$ cat config.mk
export PLATFORM = sky130hd
export DESIGN_NAME = mdio_responder
export DESIGN_NICKNAME = d
export VERILOG_FILES = /design/src/rtl/smi_pkg.sv /design/src/rtl/smi_sync_edge.sv /design/src/rtl/mdio_responder.sv
export SDC_FILE = /design/constraint.sdc
export NUM_CORES = 1
export LEC_CHECK = 0
export BUFFER_PORTS_ARGS = -buffer_cell sky130_fd_sc_hd__buf_2
export CORE_MARGIN = 8
export CORE_UTILIZATION = 42
export CTS_CLUSTER_SIZE = 24
export DETAILED_ROUTE_END_ITERATION = 8
export SYNTH_ARGS = -nofsm -noshare
export SYNTH_HDL_FRONTEND = slang
export SYNTH_SLANG_ARGS = --single-unit
export TNS_END_PERCENT = 30
$ cat constraint.sdc
create_clock -name clk -period 6.1 [get_ports clk]
set_clock_uncertainty 0.1 [all_clocks]
set_input_delay 1.22 -clock clk [delete_from_list [all_inputs] [get_ports clk]]
set_output_delay 1.22 -clock clk [all_outputs]
set_load 0.005 [all_outputs]
$ cat src/rtl/smi_pkg.sv
// Shared constants and FSM state type for the MDIO (SMI) responder.
// Frame layout: preamble, ST, OP, PHYAD, REGAD, TA, 16-bit data.
package smi_pkg;
    localparam logic [1:0] ST    = 2'b01;
    localparam logic [1:0] OP_WR = 2'b01;
    localparam logic [1:0] OP_RD = 2'b10;

    localparam int PHYAD_W = 5;
    localparam int REGAD_W = 5;
    localparam int DATA_W  = 16;
    localparam int CNT_W   = 4;
    localparam int PRE_W   = 8;

    typedef enum logic [2:0] {
        S_IDLE,
        S_ST,
        S_OP,
        S_PHYAD,
        S_REGAD,
        S_TA,
        S_WDATA,
        S_RDATA
    } smi_state_e;
endpackage

$ cat src/rtl/smi_sync_edge.sv
// Brings mdc and mdio_in into the clk domain and flags each MDC rising edge.
// Both lines go through the same depth so mdio_s is aligned with mdc_rise.
module smi_sync_edge (
    input  logic clk,
    input  logic rst_n,
    input  logic mdc,
    input  logic mdio_in,
    output logic mdc_rise,
    output logic mdio_s
);
    logic mdc_meta_q, mdc_meta_d;
    logic mdc_sync_q, mdc_sync_d;
    logic mdc_prev_q, mdc_prev_d;
    logic dio_meta_q, dio_meta_d;
    logic dio_sync_q, dio_sync_d;

    always_comb begin
        mdc_meta_d = mdc;
        mdc_sync_d = mdc_meta_q;
        mdc_prev_d = mdc_sync_q;
        dio_meta_d = mdio_in;
        dio_sync_d = dio_meta_q;
    end

    // Reset to 1 so an idle-high bus never looks like a rising edge.
    always_ff @(posedge clk or negedge rst_n) begin
        if (!rst_n) begin
            mdc_meta_q <= 1'b1;
            mdc_sync_q <= 1'b1;
            mdc_prev_q <= 1'b1;
            dio_meta_q <= 1'b1;
            dio_sync_q <= 1'b1;
        end else begin
            mdc_meta_q <= mdc_meta_d;
            mdc_sync_q <= mdc_sync_d;
            mdc_prev_q <= mdc_prev_d;
            dio_meta_q <= dio_meta_d;
            dio_sync_q <= dio_sync_d;
        end
    end

    assign mdc_rise = mdc_sync_q & ~mdc_prev_q;
    assign mdio_s   = dio_sync_q;
endmodule

$ cat src/rtl/mdio_responder.sv
// Clause-22 MDIO responder: decodes frames sampled on MDC rises and turns
// them into one-clk register read/write strobes; drives read data back.
module mdio_responder
    import smi_pkg::*;
#(
    parameter logic [4:0] PHY_ADDR     = 5'd1,
    parameter int         PREAMBLE_MIN = 1
) (
    input  logic        clk,
    input  logic        rst_n,
    input  logic        mdc,
    input  logic        mdio_in,
    output logic        mdio_out,
    output logic        mdio_oe,
    output logic [4:0]  reg_addr,
    output logic        reg_wr_en,
    output logic [15:0] reg_wr_data,
    output logic        reg_rd_en,
    input  logic [15:0] reg_rd_data,
    output logic        frame_err
);
    localparam logic [PRE_W-1:0] PRE_MIN_V = PRE_W'(PREAMBLE_MIN);

    logic mdc_rise, mdio_s;

    smi_sync_edge u_sync (
        .clk      (clk),
        .rst_n    (rst_n),
        .mdc      (mdc),
        .mdio_in  (mdio_in),
        .mdc_rise (mdc_rise),
        .mdio_s   (mdio_s)
    );

    smi_state_e          state_q, state_d;
    logic [CNT_W-1:0]    cnt_q, cnt_d;
    logic [PRE_W-1:0]    pre_q, pre_d;
    logic                op_first_q, op_first_d;
    logic                is_rd_q, is_rd_d;
    logic [3:0]          phy_q, phy_d;
    logic                last_q, last_d;
    logic [REGAD_W-1:0]  reg_addr_q, reg_addr_d;
    logic [DATA_W-1:0]   wr_data_q, wr_data_d;
    logic [DATA_W-1:0]   rd_sr_q, rd_sr_d;
    logic                rd_en_q, rd_en_d;
    logic                rd_dly_q, rd_dly_d;
    logic                wr_en_q, wr_en_d;
    logic                err_q, err_d;
    logic                oe_q, oe_d;
    logic                out_q, out_d;
    logic [1:0]          op_bits;
    logic [PHYAD_W-1:0]  phy_bits;

    always_comb begin
        state_d    = state_q;
        cnt_d      = cnt_q;
        pre_d      = pre_q;
        op_first_d = op_first_q;
        is_rd_d    = is_rd_q;
        phy_d      = phy_q;
        last_d     = last_q;
        reg_addr_d = reg_addr_q;
        wr_data_d  = wr_data_q;
        rd_sr_d    = rd_sr_q;
        oe_d       = oe_q;
        out_d      = out_q;
        wr_en_d    = 1'b0;
        rd_en_d    = 1'b0;
        err_d      = 1'b0;
        rd_dly_d   = rd_en_q;
        op_bits    = {op_first_q, mdio_s};
        phy_bits   = {phy_q, mdio_s};

        // reg_rd_data is valid the clk after the read strobe
        if (rd_dly_q) rd_sr_d = reg_rd_data;

        if (mdc_rise) begin
            case (state_q)
                S_IDLE: begin
                    if (mdio_s) begin
                        if (pre_q < PRE_MIN_V) pre_d = pre_q + 1'b1;
                    end else begin
                        if (pre_q >= PRE_MIN_V) state_d = S_ST;
                        pre_d = '0;
                    end
                end
                S_ST: begin
                    if ({1'b0, mdio_s} == ST) begin
                        state_d = S_OP;
                        cnt_d   = '0;
                    end else begin
                        err_d   = 1'b1;
                        state_d = S_IDLE;
                        pre_d   = '0;
                    end
                end
                S_OP: begin
                    op_first_d = mdio_s;
                    cnt_d      = cnt_q + 1'b1;
                    if (cnt_q == 4'd1) begin
                        cnt_d = '0;
                        if (op_bits == OP_WR || op_bits == OP_RD) begin
                            is_rd_d = (op_bits == OP_RD);
                            state_d = S_PHYAD;
                        end else begin
                            err_d   = 1'b1;
                            state_d = S_IDLE;
                            pre_d   = '0;
                        end
                    end
                end
                S_PHYAD: begin
                    phy_d = phy_bits[3:0];
                    cnt_d = cnt_q + 1'b1;
                    if (cnt_q == 4'd4) begin
                        cnt_d = '0;
                        if (phy_bits == PHY_ADDR) begin
                            state_d = S_REGAD;
                        end else begin
                            state_d = S_IDLE;
                            pre_d   = '0;
                        end
                    end
                end
                S_REGAD: begin
                    reg_addr_d = {reg_addr_q[3:0], mdio_s};
                    cnt_d      = cnt_q + 1'b1;
                    if (cnt_q == 4'd4) begin
                        cnt_d   = '0;
                        rd_en_d = is_rd_q;
                        state_d = S_TA;
                    end
                end
                S_TA: begin
                    cnt_d = cnt_q + 1'b1;
                    if (cnt_q == 4'd1) begin
                        cnt_d = '0;
                        if (is_rd_q) begin
                            oe_d    = 1'b1;
                            out_d   = 1'b0;
                            last_d  = 1'b0;
                            state_d = S_RDATA;
                        end else begin
                            state_d = S_WDATA;
                        end
                    end
                end
                S_WDATA: begin
                    wr_data_d = {wr_data_q[14:0], mdio_s};
                    cnt_d     = cnt_q + 1'b1;
                    if (cnt_q == 4'd15) begin
                        wr_en_d = 1'b1;
                        state_d = S_IDLE;
                        pre_d   = '0;
                    end
                end
                S_RDATA: begin
                    // The 4-bit counter wraps after D0, so last_q marks the release rise.
                    if (last_q) begin
                        oe_d    = 1'b0;
                        out_d   = 1'b1;
                        last_d  = 1'b0;
                        cnt_d   = '0;
                        pre_d   = '0;
                        state_d = S_IDLE;
                    end else begin
                        out_d   = rd_sr_q[15];
                        rd_sr_d = {rd_sr_q[14:0], 1'b0};
                        cnt_d   = cnt_q + 1'b1;
                        if (cnt_q == 4'd15) last_d = 1'b1;
                    end
                end
                default: state_d = S_IDLE;
            endcase
        end
    end

    always_ff @(posedge clk or negedge rst_n) begin
        if (!rst_n) begin
            state_q    <= S_IDLE;
            cnt_q      <= '0;
            pre_q      <= '0;
            op_first_q <= 1'b0;
            is_rd_q    <= 1'b0;
            phy_q      <= '0;
            last_q     <= 1'b0;
            reg_addr_q <= '0;
            wr_data_q  <= '0;
            rd_sr_q    <= '0;
            rd_en_q    <= 1'b0;
            rd_dly_q   <= 1'b0;
            wr_en_q    <= 1'b0;
            err_q      <= 1'b0;
            oe_q       <= 1'b0;
            out_q      <= 1'b1;
        end else begin
            state_q    <= state_d;
            cnt_q      <= cnt_d;
            pre_q      <= pre_d;
            op_first_q <= op_first_d;
            is_rd_q    <= is_rd_d;
            phy_q      <= phy_d;
            last_q     <= last_d;
            reg_addr_q <= reg_addr_d;
            wr_data_q  <= wr_data_d;
            rd_sr_q    <= rd_sr_d;
            rd_en_q    <= rd_en_d;
            rd_dly_q   <= rd_dly_d;
            wr_en_q    <= wr_en_d;
            err_q      <= err_d;
            oe_q       <= oe_d;
            out_q      <= out_d;
        end
    end

    assign mdio_out    = out_q;
    assign mdio_oe     = oe_q;
    assign reg_addr    = reg_addr_q;
    assign reg_wr_en   = wr_en_q;
    assign reg_wr_data = wr_data_q;
    assign reg_rd_en   = rd_en_q;
    assign frame_err   = err_q;
endmodule

==> results by group, run 1 <==
Run status
  • Outcome: finished, final reports clean

Route
  • Final wirelength: around 6300 um
  • DRC viols: 0
  • WL per Instance: around 14 um
  • Vias post-DR: between 2k and 2.5k
  • Post-route ant nets: 0
  • Initial DRC count: 67
  • Vias/cell: 5.13
  • Drt pass-1 iters: 4

Worst setup path
  • CP Capture Type: flip-flop
  • Arr. time, crit path: 2.71 ns
  • WP buf/inv: 0
  • Req. time, crit path: slightly above 6 ns
  • CP cell instances: and3_1 > nand3_1 > nor2_1 > a21oi_1
  • Crit-path slowest cell: dfrtp_1
  • Cell family with most CP delay: simple AND/OR/NAND/NOR gates
  • WS Path Type: flip-flop to flip-flop
  • CP max FO: 30
  • Critical Path Start Type: flip-flop
  • Worst path max stage delay: between 0.9 and 1 ns

Cells and area
  • Layout cells sized above 1: 30.3%
  • Syn-to-layout area delta: 14.1%
  • Final nets: 359
  • # fillers: slightly above 700
  • N_diodes: 0
  • Storage cell area: between 1500 and 2000 sq um
  • Area of the multi-input gates: between 1000 and 1500 sq um

Flow run
  • Number of max-cap violations: 0

Synth
  • Post-Synthesis Cells: ~290
  • Syn Std Cell Area: 3370 sq um
  • Avg Cell Area, Syn: about 12 sq um
  • Post-synth cell types: 58
  • Top FF cell, synth: dfrtp_1
  • Post-synth EDFFs: 0
  • Seq cells post-synth: 70
  • Post-synthesis sequential area ratio: between 50 and 60%
  • Syn_nets: between 300 and 400
  • Yosys warns: 0
  • Post-synth ARST share: 100%

Die
  • Initial Util: a little over two fifths
  • Core Area: a little under 8000 sq um
  • Die Y: about 110 um
  • Io pins: 46
  • Die X: about 110 um
  • # rows: 32
  • Area of the die: approximately 11000 sq um

CTS
  • CTS max path bufs: 2
  • Setup Fix Bufs, Post-CTS: 0
  • Clock buffer count from CTS: 9
  • Clk sinks: 70
  • Clock Latency Late Sink: around 0.34 ns
  • PostCTS Resize Cnt: 0
  • Cts hold-fix bufs: 0
  • Clock transition at the registers of the reported paths: 0.08 ns
  • CTS tree: built
  • Clk Tree Root Cell: clkbuf_8
  • H-Tree Depth: 3

GRT
  • Initial antenna violation count: 0
  • GRT Resource Usage Total: about an eighth
  • Gr ovfl total: 0
  • First-pass GRT wire length: 10900 um
  • Vias in the first global route: roughly 2.2k
  • Pin count of the biggest net entering global routing: 71

Power
  • Seq pwr share: between 40 and 50%
  • Clk network pwr share: about 30%
  • Cell Pwr Density: around 330 nW/um^2
  • Sw Ratio: 34.0%
  • Leakage: around 1.8 nW
  • VDD IR max: 0.219 mV
  • Gate power share: roughly a quarter
  • Internal Power: between 800 and 900 uW
  • NetSw: roughly 440 uW

STA
  • Final Slew Violations: 0
  • Max Fclk: roughly 0.38 GHz
  • Final worst-path cycle share: around 43%
  • Relative slew slack: 33.4%
  • Fin Setup TNS: 0 ns
  • RSZ-0062 raised after global routing: no
  • Hold WS: roughly 0.26 ns
  • Tmin final: roughly 2.6 ns
  • Final setup viols: 0
  • Worst-margin pin slew: ~1 ns
  • Final Hold Viols: 0

Min path
  • Worst Hold Class: flip-flop to flip-flop

Placed design
  • Port bufs: 45
  • Detailed placement HPWL: about 4300 um
  • Routability cong.: 0.763
[final timing paths]
check | from | end | slack [ns] | cells past startpoint
min | u_sync.mdc_meta_q$_DFF_PN1_ | u_sync.mdc_prev_d$_DFF_PN1_ | 0.26 | 0
min reg2reg | u_sync.mdc_meta_q$_DFF_PN1_ | u_sync.mdc_prev_d$_DFF_PN1_ | 0.26 | 0
max reg2reg | state_q[2]$_DFFE_PN0P_ | rd_sr_q[13]$_DFF_PN0_ | 3.47 | 4
max in group asynchronous | rst_n | cnt_q[1]$_DFFE_PN0P_ | 4.37 | 2
max | state_q[2]$_DFFE_PN0P_ | rd_sr_q[13]$_DFF_PN0_ | 3.47 | 4
min in group asynchronous | rst_n | rd_sr_q[12]$_DFF_PN0_ | 0.97 | 2
[metal layers]
layer | share of wire, % | global-route usage (%) | vias up | routed length, um
met1 | 47 | 15.1 | 1073 | 2990
li1 | - | - | 1120 | -
met2 | 46 | 18.2 | 50 | 2880
met5 | 0 | 0 | - | 0
met3 | 5.9 | 4.75 | 8 | 371
met4 | 1.1 | 3.42 | 0 | 71
[metrics by stage]
stage / worst slack, ns / power (mW) / instance area [sq um] / util [%] / cells
2_1_floorplan: 3.99 / 0.839 / 3370 / - / 291
3_3_place_gp: 3.63 / 0.904 / 3630 / 46.8 / 423
3_5_place_dp: 3.49 / 0.912 / 3630 / 46.8 / 423
4_1_cts: 3.50 / 1.30 / 3840 / 49.4 / 439
5_1_grt: 3.25 / 1.37 / 3840 / 49.4 / 439
6_report: 3.47 / 1.28 / 3840 / 49.4 / 439
[synthesized netlist by cell type (2+ instances only)]
master    count  area (sq um)
nor4_1        2          12.5
a31oi_1       4          25.0
mux2_2       18           203
dfstp_2       6           158
mux2i_1      18           180
dfrtp_1      64          1600
nand2_1      17          63.8
o21a_1        3          22.5
mux2_1        7          78.8
and2_1        2          12.5
buf_6         2          22.5
nand3_1      11          55.1
a21oi_1      18          90.1
o22ai_1       3          18.8
nand2_2       2          12.5
nor3_1        5          25.0
inv_1         9          33.8
ha_1          7          87.6
o21ai_0       8          40.0
nand2b_1      3          18.8
and3_1        3          18.8
nor2_1       24          90.1
o21ai_1       4          20.0
a21o_1        4          30.0
a31o_1        2          17.5
buf_2        13          65.1
[cells in the final DEF, fill, tap and decap left out, types with 2 or more instances in the layout]
cell / synthesis / routed
dfrtp_1: 64 / 64
buf_2: 13 / 45
nor2_1: 24 / 24
mux2i_1: 18 / 18
a21oi_1: 18 / 18
mux2_2: 18 / 18
nand2_1: 17 / 17
nand3_1: 11 / 11
clkbuf_8: 0 / 10
inv_1: 9 / 9
o21ai_0: 8 / 8
mux2_1: 7 / 7
ha_1: 7 / 7
dfstp_2: 6 / 6
nor3_1: 5 / 5
a31oi_1: 4 / 4
o21ai_1: 4 / 4
a21o_1: 4 / 4
and3_1: 3 / 3
nand2b_1: 3 / 3
o22ai_1: 3 / 3
o21a_1: 3 / 3
nand2_2: 2 / 2
nor4_1: 2 / 2
and2_1: 2 / 2
a31o_1: 2 / 2
clkinvlp_4: 0 / 2
inv_6: 0 / 2
[cell families (layout without fill, tap and decap cells)]
| kind of cell | after synthesis | count (layout) | synth area share [%] |
|---|---|---|---|
| AND/OR/NAND/NOR | 86 | 86 | 15.1 |
| flip-flops | 70 | 70 | 52.3 |
| AO/OA/AOI/OAI | 59 | 59 | 12.2 |
| multiplexers | 44 | 44 | 14.2 |
| buffers and inverters | 25 | 71 | 3.72 |
| adder cells (fa/ha/maj) | 7 | 7 | 2.60 |
[layout make-up]
type                    count  share of cell area [%]
clock buffers              10                    3.58
clock inverters             6                    1.76
inverters                   9                   0.880
multi-input cells         196                    38.6
flip-flops and latches     70                    45.8
well taps                 102                    3.32
repair buffers             46                    6.06
[flip-flops by register name, summed over array words and instances, names as in the netlist, 3 cells and up]
name and cells:
pre_q 8, rd_sr_q 16, phy_q 4, reg_addr 5, state_q 3, cnt_q 4, reg_wr_data 16
[power groups by stage]
stage,Clock [mW],Sequential [mW],Combinational [mW]
detailed placement,0,0.592,0.319
CTS,0.397,0.583,0.323
global route,0.418,0.593,0.357
global placement,0,0.588,0.315
floorplan,0,0.534,0.305
finish,0.381,0.584,0.317
Power figures use the tool's default switching activity.
==> run 2: changes to the inputs <==
==> constraint.sdc (replaced) <==
create_clock -name clk -period 2.7 [get_ports clk]
set_clock_uncertainty 0.1 [all_clocks]
set_input_delay 0.54 -clock clk [delete_from_list [all_inputs] [get_ports clk]]
set_output_delay 0.54 -clock clk [all_outputs]
set_load 0.005 [all_outputs]
==> run 2 against run 1 <==
  * Total power increased by 140%
  * Via count increased by 2.9%
  * Global-route usage rose by 0.40 points
  * Critical endpoint is now pre_q[4]$_DFFE_PN0P_
  * Highest routed layer unchanged
==> results by group, run 2 (synthesized netlist as in run 1, its figures left out) <==
Run status
  • Outcome: finished, final reports clean

Flow run
  • Number of max-cap violations: 0 (unchanged)

Placed design
  • Detailed placement HPWL: 4550 um (+4.8%)
  • Port bufs: 45 (unchanged)
  • Routability cong.: 0.746 (-2.3%)

Worst setup path
  • Critical Path Start Type: flip-flop
  • Req. time, crit path: 2.83 ns (-3.35 ns)
  • CP Capture Type: flip-flop
  • WS Path Type: flip-flop to flip-flop
  • Worst path max stage delay: 0.62 ns (-0.32 ns)
  • CP max FO: 9 (-70%)
  • Crit-path slowest cell: dfstp_2
  • CP cell instances: inv_1 > ha_1 > or2_1 > o22ai_1 > a211oi_4 > nand2_2 > o21ba_1
  • Arr. time, crit path: 2.39 ns (-0.32 ns)

Route
  • Initial DRC count: 74 (+10%)
  • Final wirelength: 6460 um (+2.5%)
  • Met3 WL: 382 um (+3.0%)
  • M1 WL: 3020 um (+1.3%)
  • DRC viols: 0 (unchanged)
  • WL met2: 2980 um (+3.7%)
  • Vias/cell: 5.22 (+1.8%)
  • Top sig layer: met4
  • Drt pass-1 iters: 6 (+2)
  • Post-route ant nets: 0 (unchanged)
  • WL per Instance: 14.5 um (+1.3%)
  • Vias post-DR: 2317 (+2.9%)

Die
  • Area of the die: 11100 sq um (unchanged)
  • Die X: 106 um (unchanged)
  • Core Area: 7770 sq um (unchanged)
  • # rows: 32 (unchanged)
  • Die Y: 106 um (unchanged)
  • Initial Util: 43.3% (unchanged)
  • Io pins: 46 (unchanged)

GRT
  • Gr ovfl total: 0 (unchanged)
  • Pin count of the biggest net entering global routing: 71 (unchanged)
  • First-pass GRT wire length: 11400 um (+4.7%)
  • Initial antenna violation count: 0 (unchanged)
  • GRT Resource Usage Total: 12.2% (+0.40 points)
  • Vias in the first global route: 2396 (+7.7%)

CTS
  • Clk sinks: 70 (unchanged)
  • H-Tree Depth: 3 (unchanged)
  • Setup Fix Bufs, Post-CTS: 0 (unchanged)
  • Clock Latency Late Sink: 0.34 ns (about the same)
  • Clk Tree Root Cell: clkbuf_8
  • CTS tree: built
  • PostCTS Resize Cnt: 0 (unchanged)
  • Clock buffer count from CTS: 9 (unchanged)
  • Clock transition at the registers of the reported paths: 0.07 ns (about the same)
  • Cts hold-fix bufs: 0 (unchanged)
  • CTS max path bufs: 2 (unchanged)

Cells and area
  • Final nets: 364 (+1.4%)
  • Most frequent cells in the layout: dfrtp_1 (64), buf_2 (45), nor2_1 (24)
  • N_diodes: 0 (unchanged)
  • Most common cell after layout, fill and taps aside: dfrtp_1
  • Layout cells sized above 1: 30.7% (+0.43 points)
  • Util after Layout: 50.4% (+0.92 points)
  • Syn-to-layout area delta: 16.2%

Power
  • Cell Pwr Density: 772 nW/um^2 (+130%)
  • Leakage: 1.83 nW (+2.3%)
  • Power Total: 3.02 mW (+140%)
  • VDD IR max: 0.376 mV (+72%)

STA
  • Relative slew slack: 46.3% (+13 points)
  • Fin Setup TNS: 0 ns (unchanged)
  • Final worst-path cycle share: 84.0% (+41 points)
  • Final setup viols: 0 (unchanged)
  • Worst-margin pin slew: 0.805 ns (-0.191 ns)
  • Final Slew Violations: 0 (unchanged)
  • RSZ-0062 raised after global routing: no
  • Max Fclk: 0.441 GHz (+16%)
  • Tmin final: 2.27 ns (-0.363 ns)
  • Final Hold Viols: 0 (unchanged)

Min path
  • Worst Hold Class: primary input to asynchronous set/reset pin
==> run 2: cell types whose count changed in the layout (fill, tap and decap cells not counted), sizes merged <==
cell,delta
buf,+5
inv,-2
bufinv,+1
clkbuf,+3
clkinv,-1
clkinvlp,-1
==> run 2: layout make-up <==
type | instances | area [sq um]
clock buffers | 13 | 159
clock inverters | 3 | 67.6
fillers | 711 | 3860
inverters | 9 | 33.8
multi-input cells | 196 | 1480
flip-flops and latches | 70 | 1760
well taps | 102 | 128
repair buffers | 51 | 283
==> run 2: metrics by stage <==
stage | hold slack, ns | instance area (sq um) | worst slack (ns) | std cells
floorplan | 0.144 | 3370 | 0.594 | 291
global placement | 0.247 | 3680 | 0.546 | 428
detailed placement | 0.249 | 3680 | 0.456 | 428
CTS | 0.121 | 3910 | 0.453 | 444
global route | 0.124 | 3910 | 0.310 | 444
finish | 0.111 | 3910 | 0.432 | 444
==> run 2: power breakdown <==
part           switching [mW]  internal [mW]
combinational           0.470          0.349
clock                   0.366          0.572
sequential              0.123           1.14
total                   0.958           2.06
==> run 2: final timing paths <==
check | cells after the start | to | slack (ns) | start
max in group asynchronous | 2 | u_sync.mdc_meta_q$_DFF_PN1_ | 2.05 | rst_n
min | 2 | rd_sr_q[12]$_DFF_PN0_ | 0.11 | rst_n
max | 7 | pre_q[4]$_DFFE_PN0P_ | 0.43 | u_sync.mdio_s$_DFF_PN1_
min reg2reg | 0 | u_sync.mdio_s$_DFF_PN1_ | 0.26 | u_sync.dio_meta_q$_DFF_PN1_
max reg2reg | 7 | pre_q[4]$_DFFE_PN0P_ | 0.43 | u_sync.mdio_s$_DFF_PN1_
min in group clk | 1 | u_sync.mdc_meta_q$_DFF_PN1_ | 0.20 | mdc
==> run 2: critical path, delay by kind of cell (launching register included) <==
family / cells / cell delay [ns]
buf+inv: 1 / 0.11
flops: 1 / 0.62
compound gates: 3 / 0.67
fa+ha+maj: 1 / 0.32
simple gates: 2 / 0.34
==> run 2: per-layer routing <==
layer	GRT usage [%]	vias up
met5	0	-
met4	4.32	0
met3	4.32	6
met2	19.4	46
met1	15.1	1130
li1	-	1135
==> run 3: changes to the inputs <==
==> constraint.sdc (replaced) <==
create_clock -name clk -period 2.05 [get_ports clk]
set_clock_uncertainty 0.1 [all_clocks]
set_input_delay 0.41 -clock clk [delete_from_list [all_inputs] [get_ports clk]]
set_output_delay 0.41 -clock clk [all_outputs]
set_load 0.005 [all_outputs]
==> run 3 against run 2 <==
  * Clock power increased by 27%
  * Die area stayed put
  * Sequential cell count stayed put
  * Wire length is 0.26% higher
  * Worst hold slack got worse by 0.048 ns
  * Global-route usage shrank 0.11 points
  * Via count grew 0.35%
==> results by group, run 3 (synthesized netlist as in run 1, its figures left out) <==
CTS
  • CTS max path bufs: 2 (unchanged)
  • Clk sinks: 70 (unchanged)
  • Clock Latency Late Sink: 0.34 ns (about the same)
  • Clock buffer count from CTS: 9 (unchanged)
  • Clk Tree Root Cell: clkbuf_8
  • CTS tree: built
  • H-Tree Depth: 3 (unchanged)
  • Clock transition at the registers of the reported paths: 0.07 ns (about the same)

Power
  • Cell Pwr Density: 1010 nW/um^2 (+31%)
  • Sw Ratio: 32.3% (+0.55 points)
  • Leakage: 1.90 nW (+3.9%)
  • Gate power share: 30.6% (+3.5 points)
  • Clk network pwr share: 29.0% (-2.1 points)
  • VDD IR max: 0.574 mV (+53%)
  • Seq pwr share: 40.4% (-1.4 points)
  • NetSw: 1.32 mW (+38%)
  • Internal Power: 2.77 mW (+35%)
  • Power Total: 4.10 mW (+36%)

Worst setup path
  • WS Path Type: flip-flop to flip-flop
  • Req. time, crit path: 2.18 ns (-0.65 ns)
  • Reg2reg path depth: 7 (unchanged)
  • CP Capture Type: flip-flop
  • WP buf/inv: 1 (unchanged)
  • CP cell instances: inv_1 > ha_4 > or2_4 > o22ai_2 > a211oi_4 > nand2_4 > o21a_1
  • Crit-path slowest cell: dfstp_2
  • Reg-to-Reg Start: u_sync.mdio_s$_DFF_PN1_
  • Arr. time, crit path: 2.09 ns (-0.30 ns)
  • Worst path max stage delay: 0.53 ns (-0.09 ns)
  • Critical Path Start Type: flip-flop
  • FF-to-FF setup slack: 0.09 ns (-0.34 ns)
  • Cell family with most CP delay: compound AO/OA/AOI/OAI gates
  • CP max FO: 8 (-1)
  • Worst reg2reg endpoint: pre_q[5]$_DFFE_PN0P_

STA
  • Worst setup margin: 0.0932 ns (-0.338 ns)
  • Worst-margin pin slew: 0.435 ns (-0.370 ns)
  • Max Fclk: 0.511 GHz (+16%)
  • Final worst-path cycle share: 95.5% (+11 points)
  • Hold WS: 0.0627 ns (-0.0482 ns)
  • Final setup viols: 0 (unchanged)
  • Final Slew Violations: 0 (unchanged)
  • Tmin final: 1.96 ns (-0.312 ns)
  • Final Hold Viols: 0 (unchanged)
  • Relative slew slack: 70.9% (+25 points)

Die
  • Die Y: 106 um (unchanged)
  • Die X: 106 um (unchanged)
  • Area of the die: 11100 sq um (unchanged)
  • # rows: 32 (unchanged)
  • Core Area: 7770 sq um (unchanged)
  • Io pins: 46 (unchanged)
  • Initial Util: 43.3% (unchanged)

GRT
  • Vias in the first global route: 2271 (-5.2%)
  • Pin count of the biggest net entering global routing: 71 (unchanged)
  • Gr ovfl total: 0 (unchanged)
  • GRT Resource Usage Total: 12.1% (-0.11 points)
  • First-pass GRT wire length: 11100 um (-2.9%)
  • Initial antenna violation count: 0 (unchanged)

Cells and area
  • Layout cells sized above 1: 34.4% (+3.7 points)
  • Most common cell after layout, fill and taps aside: dfrtp_1
  • Final nets: 377 (+3.6%)
  • N_diodes: 0 (unchanged)
  • Syn-to-layout area delta: 20.1%
  • Most frequent cells in the layout: dfrtp_1 (64), buf_2 (45), nor2_1 (24)
  • Final non-filler cell total: 457 (+2.9%)

Min path
  • Worst Hold Depth: 1
  • Hold Crit Endpoint: u_sync.dio_meta_q$_DFF_PN1_
  • Worst Hold Class: primary input to flip-flop
  • Hold Crit Start: mdio_in

Placed design
  • Placement Setup Slack: 0.0547 ns (-0.401 ns)
  • Detailed placement HPWL: 4590 um (+1.0%)
  • Port bufs: 45 (unchanged)
  • Routability cong.: 0.795 (+6.7%)
  • Inst Count DP: 440 (+2.8%)

Route
  • Vias post-DR: 2325 (+0.35%)
  • Drt pass-1 iters: 4 (-2)
  • DRC viols: 0 (unchanged)
  • WL per Instance: 14.2 um (-2.6%)
  • Post-route ant nets: 0 (unchanged)
  • Vias/cell: 5.09 (-2.5%)
  • Final wirelength: 6480 um (+0.26%)
  • Initial DRC count: 88 (+19%)

Flow run
  • Number of max-cap violations: 0 (unchanged)

Run status
  • Outcome: finished, final reports clean
run 3: cell types whose count changed in the layout (fill, tap and decap cells not counted), sizes merged:
cell,previous run,this run
clkbuf,13,10
clkinv,0,3
dlygate4sd3,0,1
buf,51,63
run 3: per-stage QoR:
stage               setup TNS, ns  util, %  cell area, sq um
detailed placement              0     48.7              3780
floorplan                       0        -              3370
CTS                             0     51.6              4010
finish                          0     52.0              4040
global route            -0.000140     52.0              4040
global placement                0     48.7              3780
run 3: metal layers:
layer	track usage (%)	vias up	share of wire (%)
met5	0	-	0
met4	4.52	0	0.97
met3	4.57	4	6.8
met2	18.2	56	45
met1	15.6	1116	47
li1	-	1149	-
run 3: how the worst max path moves through the flow:
stage / from / to / slack, ns / depth (start not counted)
2_1_floorplan: u_sync.mdio_s$_DFF_PN1_ / pre_q[2]$_DFFE_PN0P_ / 0.01 / 8
3_3_place_gp: u_sync.mdio_s$_DFF_PN1_ / pre_q[5]$_DFFE_PN0P_ / 0.09 / 7
3_5_place_dp: u_sync.mdio_s$_DFF_PN1_ / pre_q[5]$_DFFE_PN0P_ / 0.05 / 7
4_1_cts: u_sync.mdio_s$_DFF_PN1_ / pre_q[5]$_DFFE_PN0P_ / 0.04 / 7
5_1_grt: cnt_q[1]$_DFFE_PN0P_ / state_q[1]$_DFFE_PN0P_ / -0.0001 / 7
6_report: u_sync.mdio_s$_DFF_PN1_ / pre_q[5]$_DFFE_PN0P_ / 0.09 / 7
run 3: worst reg2reg max path: stages, from the launching register on:
cell and delay (ns):
dfstp_2 0.53, inv_1 0.07, ha_4 0.27, or2_4 0.12, o22ai_2 0.09, a211oi_4 0.34
nand2_4 0.13, o21a_1 0.20
run 3: layout make-up:
class / instances / area [sq um]
clock buffers: 10 / 128
clock inverters: 6 / 86.3
fillers: 699 / 3720
inverters: 9 / 33.8
multi-input cells: 196 / 1530
flip-flops and latches: 70 / 1760
well taps: 102 / 128
repair buffers: 64 / 383
run 3: what timing repair did:
| item | 4_1_cts | 5_1_grt |
|---|---|---|
| buffers inserted | 0 | 0 |
| setup endpoints to repair | 0 | 9 |
| hold buffers | 1 | 0 |
| hold endpoints to repair | 8 | 0 |
| resized for setup | 0 | 6 |
run 3: power groups by stage:
stage | sequential [mW] | combinational (mW) | clock, mW
detailed placement | 1.67 | 1.19 | 0
finish | 1.65 | 1.25 | 1.19
floorplan | 1.59 | 0.918 | 0
global placement | 1.67 | 1.18 | 0
CTS | 1.65 | 1.19 | 1.24
global route | 1.68 | 1.39 | 1.29
